<file path="config.mk">
export PLATFORM = sky130hd
export DESIGN_NAME = ram_byte_ctrl
export DESIGN_NICKNAME = d
export VERILOG_FILES = /design/src/rtl/ram_byte_ctrl.sv
export SDC_FILE = /design/constraint.sdc
export NUM_CORES = 1
export LEC_CHECK = 0
export ABC_CLOCK_PERIOD_IN_PS = 2500
export BUFFER_PORTS_ARGS = -buffer_cell sky130_fd_sc_hd__buf_2
export CORE_ASPECT_RATIO = 0.9
export CORE_MARGIN = 5
export CORE_UTILIZATION = 35
export DETAILED_ROUTE_END_ITERATION = 16
export PLACE_DENSITY = 0.61
export SLEW_MARGIN = 20
export SYNTH_ARGS = -nofsm -noshare
export SYNTH_HDL_FRONTEND = slang
export SYNTH_SLANG_ARGS = --single-unit
</file>
<file path="constraint.sdc">
create_clock -name clk -period 2.5 [get_ports clk]
set_clock_uncertainty 0.1 [all_clocks]
set_input_delay 0 -clock clk [delete_from_list [all_inputs] [get_ports clk]]
set_output_delay 0 -clock clk [all_outputs]
set_load 0.005 [all_outputs]
</file>
<file path="src/rtl/ram_byte_ctrl.sv">
// ram_byte_ctrl: serializes 32-bit word requests from the data cache onto a
// byte-wide synchronous RAM with a 1-cycle read latency. The word is little-endian.
// Ports:
//   clk, rst            clock, synchronous active-high reset
//   req_addr_i/we/sel/data/ce_i   word request (sampled only on acceptance)
//   req_data_o          assembled read word (held until the next read completes)
//   req_data_ready_o    one-cycle completion pulse
//   mem_a_o/wr_o/dout_o byte RAM address, write strobe, write byte
//   mem_din_i           byte RAM read data, valid one cycle after its address
module ram_byte_ctrl #(
  parameter int unsigned ADDR_WIDTH = 17
) (
  input  logic                  clk,
  input  logic                  rst,
  input  logic [31:0]           req_addr_i,
  input  logic                  req_we_i,
  input  logic [3:0]            req_sel_i,
  input  logic [31:0]           req_data_i,
  input  logic                  req_ce_i,
  output logic [31:0]           req_data_o,
  output logic                  req_data_ready_o,
  output logic [ADDR_WIDTH-1:0] mem_a_o,
  output logic                  mem_wr_o,
  output logic [7:0]            mem_dout_o,
  input  logic [7:0]            mem_din_i
);

  localparam logic [1:0] S_IDLE  = 2'd0;
  localparam logic [1:0] S_READ  = 2'd1;
  localparam logic [1:0] S_WRITE = 2'd2;
  localparam logic [1:0] S_DONE  = 2'd3;

  logic [1:0]            state_q, state_d;
  logic [2:0]            cnt_q, cnt_d;
  logic [ADDR_WIDTH-1:0] addr_q, addr_d;
  logic [3:0]            sel_q, sel_d;
  logic [31:0]           wdata_q, wdata_d;
  logic [23:0]           rbuf_q, rbuf_d;
  logic [31:0]           req_data_q, req_data_d;
  logic                  ready_q, ready_d;
  logic [ADDR_WIDTH-1:0] mem_a_q, mem_a_d;
  logic                  mem_wr_q, mem_wr_d;
  logic [7:0]            mem_dout_q, mem_dout_d;

  logic [ADDR_WIDTH-1:0] next_addr;
  logic [1:0]            next_byte;

  // Bits above the RAM address width are dropped by design; the low-bit sum
  // equals the 32-bit sum truncated.
  logic unused_addr_hi;
  assign unused_addr_hi = ^req_addr_i[31:ADDR_WIDTH];

  assign next_addr = addr_q + ADDR_WIDTH'(cnt_q + 3'd1);
  assign next_byte = 2'(cnt_q + 3'd1);

  // State and output registers
  always_ff @(posedge clk) begin
    if (rst) begin
      state_q    <= S_IDLE;
      cnt_q      <= '0;
      addr_q     <= '0;
      sel_q      <= '0;
      wdata_q    <= '0;
      rbuf_q     <= '0;
      req_data_q <= '0;
      ready_q    <= 1'b0;
      mem_a_q    <= '0;
      mem_wr_q   <= 1'b0;
      mem_dout_q <= '0;
    end else begin
      state_q    <= state_d;
      cnt_q      <= cnt_d;
      addr_q     <= addr_d;
      sel_q      <= sel_d;
      wdata_q    <= wdata_d;
      rbuf_q     <= rbuf_d;
      req_data_q <= req_data_d;
      ready_q    <= ready_d;
      mem_a_q    <= mem_a_d;
      mem_wr_q   <= mem_wr_d;
      mem_dout_q <= mem_dout_d;
    end
  end

  // Next-state and next-output logic; bus outputs idle at 0 unless driven
  always_comb begin
    state_d    = state_q;
    cnt_d      = cnt_q;
    addr_d     = addr_q;
    sel_d      = sel_q;
    wdata_d    = wdata_q;
    rbuf_d     = rbuf_q;
    req_data_d = req_data_q;
    ready_d    = 1'b0;
    mem_a_d    = '0;
    mem_wr_d   = 1'b0;
    mem_dout_d = '0;

    case (state_q)
      S_IDLE: begin
        if (req_ce_i) begin
          addr_d  = ADDR_WIDTH'(req_addr_i);
          sel_d   = req_sel_i;
          wdata_d = req_data_i;
          cnt_d   = '0;
          mem_a_d = ADDR_WIDTH'(req_addr_i);
          if (req_we_i) begin
            state_d    = S_WRITE;
            mem_wr_d   = req_sel_i[0];
            mem_dout_d = req_data_i[7:0];
          end else begin
            state_d = S_READ;
          end
        end
      end

      // cnt_q = c in cycle T+1+c: address c is on the bus, byte c-1 is on mem_din_i
      S_READ: begin
        cnt_d = cnt_q + 3'd1;
        if (cnt_q < 3'd3) begin
          mem_a_d = next_addr;
        end
        case (cnt_q)
          3'd1: rbuf_d[7:0]   = mem_din_i;
          3'd2: rbuf_d[15:8]  = mem_din_i;
          3'd3: rbuf_d[23:16] = mem_din_i;
          3'd4: begin
            req_data_d = {mem_din_i, rbuf_q};
            ready_d    = 1'b1;
            state_d    = S_DONE;
          end
          default: ;
        endcase
      end

      // cnt_q = c in cycle T+1+c: byte c is being written
      S_WRITE: begin
        cnt_d = cnt_q + 3'd1;
        if (cnt_q == 3'd3) begin
          ready_d = 1'b1;
          state_d = S_DONE;
        end else begin
          mem_a_d    = next_addr;
          mem_wr_d   = sel_q[next_byte];
          mem_dout_d = wdata_q[{next_byte, 3'b000} +: 8];
        end
      end

      // Request inputs are ignored here so an unretired request is not re-issued
      S_DONE: begin
        state_d = S_IDLE;
      end

      default: begin
        state_d = S_IDLE;
      end
    endcase
  end

  assign req_data_o       = req_data_q;
  assign req_data_ready_o = ready_q;
  assign mem_a_o          = mem_a_q;
  assign mem_wr_o         = mem_wr_q;
  assign mem_dout_o       = mem_dout_q;

endmodule
</file>
# Word-level counts from Yosys, hierarchy flattened
# Index checks and enable logic that the tools add are counted.
# op_classes
add_sub_neg	3
n_lt_le_gt_ge	2
eq_ne	10
n_shift	1
muxes	24
reduce_logical	10
# op_table
operator	n
two-way mux 17 bit	3
one-hot mux 17 bit (3 select lines)	1
variable part select 32 x 6 -> 8 bit	1
two-way mux 8 bit	3
adder 17 x 4 -> 17 bit	1
one-hot mux 8 bit (2 select lines)	1
AND reduction 2 bit	6
two-way mux 2 bit	4
one-hot mux 2 bit (4 select lines)	1
== test 3 x 2 -> 1 bit (second input constant)	2
two-way mux 1 bit	6
one-hot mux 3 bit (2 select lines)	1
adder 3 x 1 -> 4 bit (second input constant)	1
== test 2 bit (second input constant)	2
!= test 2 bit (second input constant)	2
one-hot mux 1 bit (2 select lines)	2
adder 3 x 1 -> 3 bit (second input constant)	1
== test 3 x 1 -> 1 bit (second input constant)	1
== test 3 bit (second input constant)	1
< comparator 2 x 3 -> 1 bit (second input constant)	1
< comparator 3 x 2 -> 1 bit (second input constant)	1
two-way mux 3 bit	1
AND reduction 3 bit	1
binary-select mux 1 bit (select 2 bit)	1
5 further kinds	5
# totals
reg_bits	141
inputBits	80
out_inout_bits	59
elab_cells	63

# Longest topological paths before layout
# logic_depth
depth_word	5
depth_mapped	9
depth_no_buf	8

# Least setup slack after synthesis
# OpenSTA, ideal clock, no wires.
# synth_timing
path_kind	flip-flop to flip-flop
from	register cnt_q[0]
to	register mem_a_q[16], in the netlist mem_a_o[16]
setup_ns	0.116
arrival_ns	2.202
required_time_ns	2.284
path_slack_ns	0.082
stages_incl_launch_ff	10
cell_sequence	dfxtp_1 > clkbuf_1 > inv_1 > ha_1 > fa_1 > and2b_1 > o2111ai_2 > nor2_1 > xnor2_1 > o21ai_1
# synth_via
elab_chain_cells	4
elab_cells_between_ends	7
# synth_rtl
element	line	text
from (decl)	34	logic [2:0] cnt_q, cnt_d;
from (signal assigned)	72	cnt_q <= cnt_d;
adder 3 x 1 -> 4 bit	53	assign next_addr = addr_q + ADDR_WIDTH'(cnt_q + 3'd1);
adder 17 x 4 -> 17 bit	53	
two-way mux 17 bit, on equally long branches	139, 120	
one-hot mux 17 bit (3 select lines) *	99	case (state_q)
to (signal assigned)	79	mem_a_q <= mem_a_d;
to (decl)	41	logic [ADDR_WIDTH-1:0] mem_a_q, mem_a_d;
# Mark *: on every way between the ends. The rest lies on a longest branch, timed or not.
# A chain may end at the register's enable or synchronous reset.

# Worst setup path in the final report
# Same ends and word-level chain as after synthesis.

==> flow_summary.json <==
{
  "run_status": "finished clean",
  "synth_mux_area_frac": 0.0381,
  "port_buffers": 123,
  "number_of_antenna_violations_at_the_first_check_in_global_routing": 1,
  "fin_tns_setup_ns": 0,
  "worstHoldEndpoint": "state_q[1]",
  "die_height_um": 130,
  "crit_required_ns": 2.69,
  "cts-htree-levels": 4,
  "number_of_placement_rows": 43,
  "synth_top_cell_area_share": 0.505,
  "total_leakage_power_nw": 3.09,
  "clock-sinks": 141,
  "grt_first_pass_wirelength_mm": 25.0,
  "num-nets-final": 939,
  "beginning_of_the_worst_hold_path": "req_ce_i",
  "netlist_area_um2": 5590,
  "cp.arrival_ns": 2.47,
  "hold_violations": 0,
  "layout.filler_cells": 1485,
  "rsz0062_at_grt": "no",
  "gp_congestion": 0.787,
  "floorplan.initialDensity": 0.359,
  "synth_top_area_cell": "sky130_fd_sc_hd__dfxtp_1",
  "number_of_cells_produced_by_synthesis": 673,
  "holdCritPathClass": "in2reg",
  "worst_path_max_delay_cell": "sky130_fd_sc_hd__dfxtp_1",
  "post_route_cells_drive_above_1_share": 0.220,
  "path_cells": "inv_1 > ha_1 > fa_1 > and2b_1 > o2111ai_2 > nor2_1 > xnor2_1 > o21ai_1",
  "synth_warnings": 0,
  "synth_top_cells_by_area": "sky130_fd_sc_hd__dfxtp_1 (51%), sky130_fd_sc_hd__nand2_1 (15%), sky130_fd_sc_hd__a21oi_1 (11%)",
  "worst-setup-path-type": "reg2reg",
  "route.detailed.wl_per_inst_um": 14.2,
  "boundaryPins": 139,
  "grtUsageTotal": 0.168,
  "synth_xor_xnor_area_share": 0.0235,
  "clkSlewWorstSetupHoldPaths_ns": 0.06,
  "max_slew_margin": 0.380,
  "synth-simple-area-share": 0.213,
  "post_cts.repair.setup_buffers": 0,
  "slew_worst_pin_ns": 0.928,
  "holdWs_ns": 0.0711,
  "clock_tree.root_cell": "sky130_fd_sc_hd__clkbuf_16",
  "reg2reg_from": "cnt_q[0]",
  "timing.final.max_slew_violations": 0,
  "min_period_ns": 2.28,
  "crit_path_max_fanout": 5,
  "worst_setup_path_start_kind": "register",
  "yosys_register_bits": 141,
  "vias_per_cell": 4.76,
  "reg2reg_setup_slack_ns": 0.22,
  "max_freq_ghz": 0.439,
  "worst_ir_drop_vdd_mv": 0.534,
  "grt_pass1_vias": 5095,
  "drtPass1Iterations": 4,
  "grt.overflow.total": 0,
  "worst_hold_path.num_cells": 5,
  "core_region_area_um2": 15500,
  "critical_path.reg2reg.endpoint": "mem_a_o[16]",
  "yosysUniqueCellTypes": 39,
  "max-clock-path-buffers": 2,
  "remaining_drc_errors": 0,
  "setup_viol": 0,
  "max_cap_violations": 0,
  "first_iter_violations": 316,
  "postRouteWirelength_mm": 15.1,
  "dp_hpwl_mm": 9.61,
  "clk-insertion-delay-late_ns": 0.42,
  "number_of_clock_buffers_inserted_by_tritoncts": 17,
  "worst_setup_path_end_kind": "register",
  "synth-seq-area-share": 0.505,
  "routed-via-count": 5053,
  "die_w_um": 143,
  "synthesized_area_divided_by_synthesized_cell_count_um2": 8.30,
  "synth-adder-area-share": 0.0305,
  "synthToLayoutAreaGrowth_pct": 38.2,
  "final_antenna_net_count": 0,
  "final.period_utilization": 0.911,
  "worst-r2r-cell-count": 8,
  "post_synthesis_compound_gate_area_fraction": 0.151,
  "design.die.area_um2": 18600,
  "largest_net_degree_at_the_start_of_global_routing": 95,
  "tritoncts": "done",
  "worst_path_largest_cell_delay_ns": 0.41,
  "path_buf_inv": 1,
  "cp_top_family": "adder cells",
  "report.power.total_w": 0.00721,
  "power-per-cell-area_nw_per_um2": 933,
  "syn-num-nets": 766,
  "postCtsResizedCells": 0,
  "dominant_combinational_cell_family_by_area_after_synthesis": "simple AND/OR/NAND/NOR gates"
}
-- layout make-up --
class                      count  area [µm²]  share of cell area
inverter                       8        30.0             0.00389
antenna                        1        2.50            0.000324
clock inverter                13         234              0.0303
tap                          202         253              0.0327
clock buffer                  19         453              0.0587
timing repair buffer         197        1370               0.177
multi-input combinational    481        2560               0.331
sequential                   141        2820               0.366
-- worst max path at each step --
stage,from,slack (ns),cells after the start,end
after floorplan,cnt_q[0],0.08,9,mem_a_o[16]
after global placement,cnt_q[0],0.30,8,mem_a_o[16]
after detailed placement,cnt_q[0],0.26,8,mem_a_o[16]
after CTS,cnt_q[0],0.24,8,mem_a_o[16]
after global routing,cnt_q[0],0.04,8,mem_a_o[16]
final,cnt_q[0],0.22,8,mem_a_o[16]
-- cell usage in the layout (no fill, tap or decap), drive strengths merged --
cell type      n
and4           2
and3           4
mux4           9
dfxtp        141
o21bai         1
dlygate4sd3   63
a21boi         1
clkbuf        19
and2b          1
o2111ai        2
nand2        225
fa             1
a21oi        119
buf          134
o211ai         1
a21o           1
nand3b         2
o21ai         16
nand3         29
nor2          18
bufinv         6
or2            2
clkinvlp       3
and2           3
diode          1
nand4          2
a22oi          9
xnor2          8
mux2i          1
a311oi         1
nor2b          2
xor2           7
inv           10
clkinv         2
a211oi         1
nor3b          1
ha            12
-- synthesized netlist by cell type (all sizes together) --
master   number
a211oi        1
a21boi        1
a21o          1
a21oi       119
a22oi         9
a311oi        1
and2          3
and2b         1
and3          4
and4          2
buf          18
clkbuf       25
dfxtp       141
fa            1
ha           12
inv           8
mux2i         1
mux4          9
nand2       225
nand3        29
nand3b        2
nand4         2
nor2         18
nor2b         2
nor3b         1
o2111ai       2
o211ai        1
o21ai        16
o21bai        1
or2           2
xnor2         8
xor2          7
-- repair_timing --
item,CTS,global route
setup endpoints to repair,0,0
endpoints found under the hold margin,117,0
hold buffers,63,0
-- where the power goes --
part,total (W),leakage [nW],switching [W],internal (W)
combinational,0.00162,1.61,0.000947,0.000678
sequential,0.00267,1.15,0.000159,0.00252
clock,0.00291,0.326,0.000978,0.00193
total,0.00721,3.09,0.00208,0.00512
-- layer usage --
layer	wire, µm	up-vias	global-route usage
li1	-	2600	-
met1	7320	2323	0.224
met2	6820	114	0.264
met3	811	14	0.0458
met4	170	2	0.0548
met5	7	-	0
-- cell families after synthesis --
logic type / count (synthesis)
fa+ha+maj: 13
xor+xnor: 15
flops: 141
buf+inv: 51
compound gates: 152
simple gates: 291
mux: 10
-- state kept, by name (all words and copies together), names as in the netlist --
name	cells
addr_q	17
cnt_q	3
mem_a_o	17
mem_dout_o	8
mem_wr_o	1
rbuf_q	24
req_data_o	32
req_data_ready_o	1
sel_q	4
state_q	2
wdata_q	32
-- per-stage QoR --
stage          instance area (µm²)  worst slack (ns)  cells   util
2_1_floorplan                 5590            0.0818    673      -
3_3_place_gp                  6400             0.295    966  0.412
3_5_place_dp                  6400             0.260    966  0.412
4_1_cts                       7720             0.239   1061  0.496
5_1_grt                       7720            0.0437   1061  0.496
6_report                      7720             0.224   1062  0.497
-- worst reg2reg max path: stages (launching register included) --
cell and delay (ns):
sky130_fd_sc_hd__dfxtp_1 0.41, sky130_fd_sc_hd__inv_1 0.13, sky130_fd_sc_hd__ha_1 0.24, sky130_fd_sc_hd__fa_1 0.40
sky130_fd_sc_hd__and2b_1 0.33, sky130_fd_sc_hd__o2111ai_2 0.17, sky130_fd_sc_hd__nor2_1 0.16, sky130_fd_sc_hd__xnor2_1 0.13
sky130_fd_sc_hd__o21ai_1 0.07
(Power assumes the default switching activity.)
